`config.mk`:
```
export PLATFORM = sky130hd
export DESIGN_NAME = lut_accumulator
export DESIGN_NICKNAME = d
export VERILOG_FILES = /design/src/rtl/lut_accumulator.sv
export SDC_FILE = /design/constraint.sdc
export NUM_CORES = 1
export LEC_CHECK = 0
export BUFFER_PORTS_ARGS = -buffer_cell sky130_fd_sc_hd__buf_4
export CAP_MARGIN = 0
export CORE_ASPECT_RATIO = 0.8
export CORE_MARGIN = 3
export CORE_UTILIZATION = 25
export DETAILED_ROUTE_END_ITERATION = 12
export PLACE_DENSITY = 0.42
export REMOVE_ABC_BUFFERS = 1
export SKIP_CTS_REPAIR_TIMING = 1
export SYNTH_ARGS = -nofsm -noshare
export SYNTH_HDL_FRONTEND = slang
export SYNTH_SLANG_ARGS = --single-unit
```
`constraint.sdc`:
```
create_clock -name clk -period 5.7 [get_ports clk]
set_input_delay 1.14 -clock clk [delete_from_list [all_inputs] [get_ports clk]]
set_output_delay 1.14 -clock clk [all_outputs]
set_load 0.03 [all_outputs]
```
`src/rtl/lut_accumulator.sv`:
```
// Windowed complex accumulator behind the +/- factor LUT bank, valid/ready on both sides.
// Define LUT_ACC_SAT_EN for a saturating output reduce plus sticky out_sat; default wraps.

package lut_acc_pkg;
   localparam int CW = 16;
   typedef struct packed {
      logic signed [CW-1:0] r;
      logic signed [CW-1:0] i;
   } cplx_t;
endpackage

// state | meaning
// FILL  | win_cnt < DEPTH-1, every offered sample is taken
// LAST  | win_cnt == DEPTH-1, next accept closes the window; stalls while previous sum unconsumed
module lut_accumulator
   import lut_acc_pkg::*;
#(
   parameter int DEPTH = 16,
   parameter int SHIFT = 0,
   localparam int CNT_W = $clog2(DEPTH)
)(
   input  logic             clk,
   input  logic             rstn,
   input  cplx_t            in_data,
   input  logic             in_valid,
   output logic             in_ready,
   input  logic             clear,
   output cplx_t            out_data,
   output logic             out_valid,
   input  logic             out_ready,
`ifdef LUT_ACC_SAT_EN
   output logic             out_sat,
`endif
   output logic [CNT_W-1:0] win_cnt
);

   localparam int ACC_W = CW + CNT_W;

   typedef enum logic {FILL, LAST} state_t;

   state_t                  state, state_nxt;
   logic signed [ACC_W-1:0] acc_r, acc_i;
   logic signed [ACC_W-1:0] sum_r, sum_i;
   logic signed [CW-1:0]    red_r, red_i;
   logic                    accept, wr_sum;

   assign in_ready = !(state == LAST && out_valid && !out_ready);
   assign accept   = in_valid & in_ready;
   assign wr_sum   = accept & (state == LAST) & ~clear;

   always_comb begin
      state_nxt = state;
      if (clear) begin
         state_nxt = FILL;
      end else if (accept) begin
         if (state == LAST)
            state_nxt = FILL;
         else if (win_cnt == CNT_W'(DEPTH-2))
            state_nxt = LAST;
      end
   end

   // Sign-extend into the wider accumulator so a full window can never overflow.
   always_comb begin
      sum_r = acc_r + {{CNT_W{in_data.r[CW-1]}}, in_data.r};
      sum_i = acc_i + {{CNT_W{in_data.i[CW-1]}}, in_data.i};
   end

`ifdef LUT_ACC_SAT_EN
   localparam logic signed [ACC_W-1:0] MAX_V = {{(CNT_W+1){1'b0}}, {(CW-1){1'b1}}};
   localparam logic signed [ACC_W-1:0] MIN_V = ~MAX_V;

   logic signed [ACC_W-1:0] shr_r, shr_i;
   logic                    clip;

   function automatic logic signed [CW-1:0] sat(input logic signed [ACC_W-1:0] v);
      if (v > MAX_V)      return {1'b0, {(CW-1){1'b1}}};
      else if (v < MIN_V) return {1'b1, {(CW-1){1'b0}}};
      else                return v[CW-1:0];
   endfunction

   always_comb begin
      shr_r = sum_r >>> SHIFT;
      shr_i = sum_i >>> SHIFT;
      red_r = sat(shr_r);
      red_i = sat(shr_i);
      clip  = (shr_r > MAX_V) || (shr_r < MIN_V) || (shr_i > MAX_V) || (shr_i < MIN_V);
   end

   always_ff @(posedge clk or negedge rstn) begin
      if (!rstn)
         out_sat <= 1'b0;
      else if (clear)
         out_sat <= 1'b0;
      else if (wr_sum && clip)
         out_sat <= 1'b1;
   end
`else
   always_comb begin
      red_r = CW'(sum_r >>> SHIFT);
      red_i = CW'(sum_i >>> SHIFT);
   end
`endif

   always_ff @(posedge clk or negedge rstn) begin
      if (!rstn) begin
         state     <= FILL;
         acc_r     <= '0;
         acc_i     <= '0;
         win_cnt   <= '0;
         out_data  <= '0;
         out_valid <= 1'b0;
      end else begin
         state <= state_nxt;
         if (clear) begin
            acc_r   <= '0;
            acc_i   <= '0;
            win_cnt <= '0;
         end else if (accept) begin
            if (state == LAST) begin
               acc_r   <= '0;
               acc_i   <= '0;
               win_cnt <= '0;
            end else begin
               acc_r   <= sum_r;
               acc_i   <= sum_i;
               win_cnt <= win_cnt + CNT_W'(1);
            end
         end
         // A fresh sum overrides a same-cycle consume so it is never lost.
         if (wr_sum) begin
            out_data.r <= red_r;
            out_data.i <= red_i;
            out_valid  <= 1'b1;
         end else if (out_valid && out_ready) begin
            out_valid <= 1'b0;
         end
      end
   end

endmodule

```
==> impl_metrics.env <==
export IMPL_status="complete, no violations"
export IMPL_timing_rr_end="out_data[14]"
export IMPL_layout_nets=566
export IMPL_synth_edff_count=0
export IMPL_min_path_type="register to register"
export IMPL_met3_usage_pct=4.05
export IMPL_ant_nets=0
export IMPL_die_area_sq_mm=0.0183
export IMPL_synth_seq_cells=70
export IMPL_wl_mm=11.5
export IMPL_rows=41
export IMPL_antenna_cells=0
export IMPL_fin_worst_skew_ns=0.00744
export IMPL_htreeDepth=3
export IMPL_cp_arrival_ns=3.39
export IMPL_cts_root_buffer="clkbuf_16"
export IMPL_irDropWorstVdd_v=0.000148
export IMPL_max_cap_violations=0
export IMPL_dominantRegCellSynth="dfrtp_1"
export IMPL_dp_cells=699
export IMPL_p_total_mw=1.66
export IMPL_holdPathStages=2
export IMPL_final_cells=714
export IMPL_fin_crit_sh_pct=55.5
export IMPL_critical_path_buf_inv_count=1
export IMPL_avgSynthCellArea_sq_um=9.84
export IMPL_yosys_warnings=0
export IMPL_synth_most_common_cell="nand2_1"
export IMPL_netlist_top_cells_count="73 x nand2_1, 70 x dfrtp_1, 32 x ha_1"
export IMPL_critPathMaxStageDelay_ns=0.43
export IMPL_end_kind="register"
export IMPL_power_density_mw_per_mm2=314
export IMPL_timing_slew_headroom_pct=38.5
export IMPL_cp_start_kind="primary input"
export IMPL_drt_pre_antenna_iters=4
export IMPL_rsz0062_at_grt="no"
export IMPL_fin_util_pct=33.0
export IMPL_cts_buffers=9
export IMPL_core_sq_mm=0.0161
export IMPL_syn_instance_count=425
export IMPL_grt_use_met2_pct=19.2
export IMPL_grt_max_degree=71
export IMPL_clk_pin_slew_worst_paths_ns=0.06
export IMPL_crit_chain="buf_4, ha_1, fa_1, a211o_1, a221oi_1, o221a_2, o21ai_0, xor2_1, mux2_2"
export IMPL_rr_startpoint="acc_i[0]"
export IMPL_r2r_setup_slack_ns=3.07
export IMPL_setup_tns_final_ns=0
export IMPL_first_iter_violations=223
export IMPL_via_count=3408
export IMPL_ys_top_cells_by_area="dfrtp_1 42%, ha_1 9.6%, nand2_1 6.6%"
export IMPL_port_buffers=74
export IMPL_timing_fmax_ghz=0.316
export IMPL_wl_per_cell_um=16.2
export IMPL_place_hpwl_mm=7.96
export IMPL_power_leakage_nw=2.68
export IMPL_clock_sinks=70
export IMPL_gr_usage_all_layers_pct=13.3
export IMPL_grt_busiest_layer="met1"
export IMPL_r2r_cells=8
export IMPL_worstPathMaxFanout=3
export IMPL_slew_viol_final=0
export IMPL_clk_latency_ns=0.35
export IMPL_syn_to_final_growth_pct=26.7
export IMPL_io_pins=75
export IMPL_gr_total_overflow=0
export IMPL_required_ns=5.93
export IMPL_finalSetupViolCount=0
export IMPL_worstHoldStart="out_data[19]"
export IMPL_critPathKind="primary input to register"
export IMPL_drt_vias_per_instance=4.77
export IMPL_grt_pass1_wl_mm=18.7
export IMPL_netlist_area_sq_mm=0.00418
export IMPL_drc_errors=0
export IMPL_crit_family="compound AO/OA/AOI/OAI gates"
export IMPL_initial_core_util_pct=26.0
export IMPL_finalWeightedCongestion=0.785
export IMPL_yosysTopAreaCellShare_pct=41.9
export IMPL_critPathSlowestCell="fa_1"
export IMPL_die_w_um=151
export IMPL_ys_seq_area_share_pct=41.9
export IMPL_min_period_ns=3.16
export IMPL_grt_pass1_vias=3473
export IMPL_synth_cell_type_count=62
export IMPL_synthArstFlopShare_pct=100
export IMPL_synth_largest_area_cell="dfrtp_1"
export IMPL_cts_tree="built"
export IMPL_whs_endpoint="out_data[19]"
export IMPL_final_layout_size_suffix_gt1_share_pct=23.0
export IMPL_tightest_slew_ns=0.922
export IMPL_use_met1_pct=19.2
export IMPL_hold_viol=0
export IMPL_antenna_found_initial=0
export IMPL_cts_buffer_depth=2
export IMPL_dieHeight_um=122
[worst min-delay path, delay by kind of cell, from the launching register on]
family	cells	cell delay, ns
DFF	1	0.34
and+or+nand+nor	2	0.10
[power by group]
| part | leakage, nW | total [mW] | internal (mW) | switching, mW |
|---|---|---|---|---|
| Combinational | 1.56 | 0.446 | 0.197 | 0.248 |
| Clock | 0.161 | 0.658 | 0.425 | 0.233 |
| Sequential | 0.954 | 0.561 | 0.536 | 0.0248 |
| Total | 2.68 | 1.66 | 1.16 | 0.506 |
[worst max path at each step]
stage / startpoint / endpoint / slack, ns / cells after the start
after detailed placement: in_data[0] / out_data[14] / 2.15 / 9
after floorplan: out_ready / out_data[14] / 1.63 / 4
after global placement: in_data[0] / out_data[14] / 2.24 / 9
after CTS: in_data[0] / out_data[14] / 2.52 / 9
final: in_data[0] / out_data[14] / 2.54 / 9
after global routing: in_data[0] / out_data[8] / 2.34 / 9
[kinds of logic (layout without fill, tap and decap cells)]
family	Yosys count	in the layout	synth area share, %
AOI/OAI and AO/OA	123	123	21.1
xor gates and xnor gates	24	24	5.69
adders and majority gates	34	34	10.5
buffers and inverters	27	101	2.72
DFF	70	70	41.9
muxes	11	11	2.99
and+or+nand+nor	136	136	15.1
[state kept, by name (all words and copies together) (netlist names)]
| name | cells |
|---|---|
| acc_i | 16 |
| acc_r | 16 |
| out_data | 32 |
| out_valid | 1 |
| state | 1 |
| win_cnt | 4 |
[cell usage in the layout (no fill, tap or decap), drive strengths merged, types with 3 or more instances in the layout]
master / n
a211o: 3
a211oi: 7
a21o: 12
a21oi: 28
a22o: 25
a31oi: 3
and2: 3
and3: 3
buf: 78
bufinv: 3
clkbuf: 9
dfrtp: 70
ha: 32
inv: 8
mux2: 9
nand2: 73
nand3: 7
nand4: 7
nor2: 21
nor3: 5
nor3b: 3
o211ai: 5
o21ai: 17
o21bai: 3
o31ai: 4
or4: 3
xnor2: 15
xor2: 7
[through the flow]
step	area (sq um)	hold slack (ns)	setup WS [ns]
final	5300	0.476	2.54
after global routing	5300	0.504	2.34
after CTS	5300	0.480	2.52
after detailed placement	4960	0.464	2.15
after global placement	4960	0.460	2.24
after floorplan	4100	0.453	1.63
[layer usage]
metal / up-vias / wire, um
met2: 75 / 4730
met1: 1626 / 6100
met5: - / 0
met4: 0 / 135
met3: 12 / 577
li1: 1695 / -
[cell type report]
type                    count  area (sq um)
well taps                 215           269
clock inverters             6           111
inverters                   8          30.0
multi-input cells         328          2320
repair buffers             78           586
clock buffers               9           225
flip-flops and latches     70          1750
fillers                  1673         10800
Note: power is estimated with default switching activity, not from simulation.
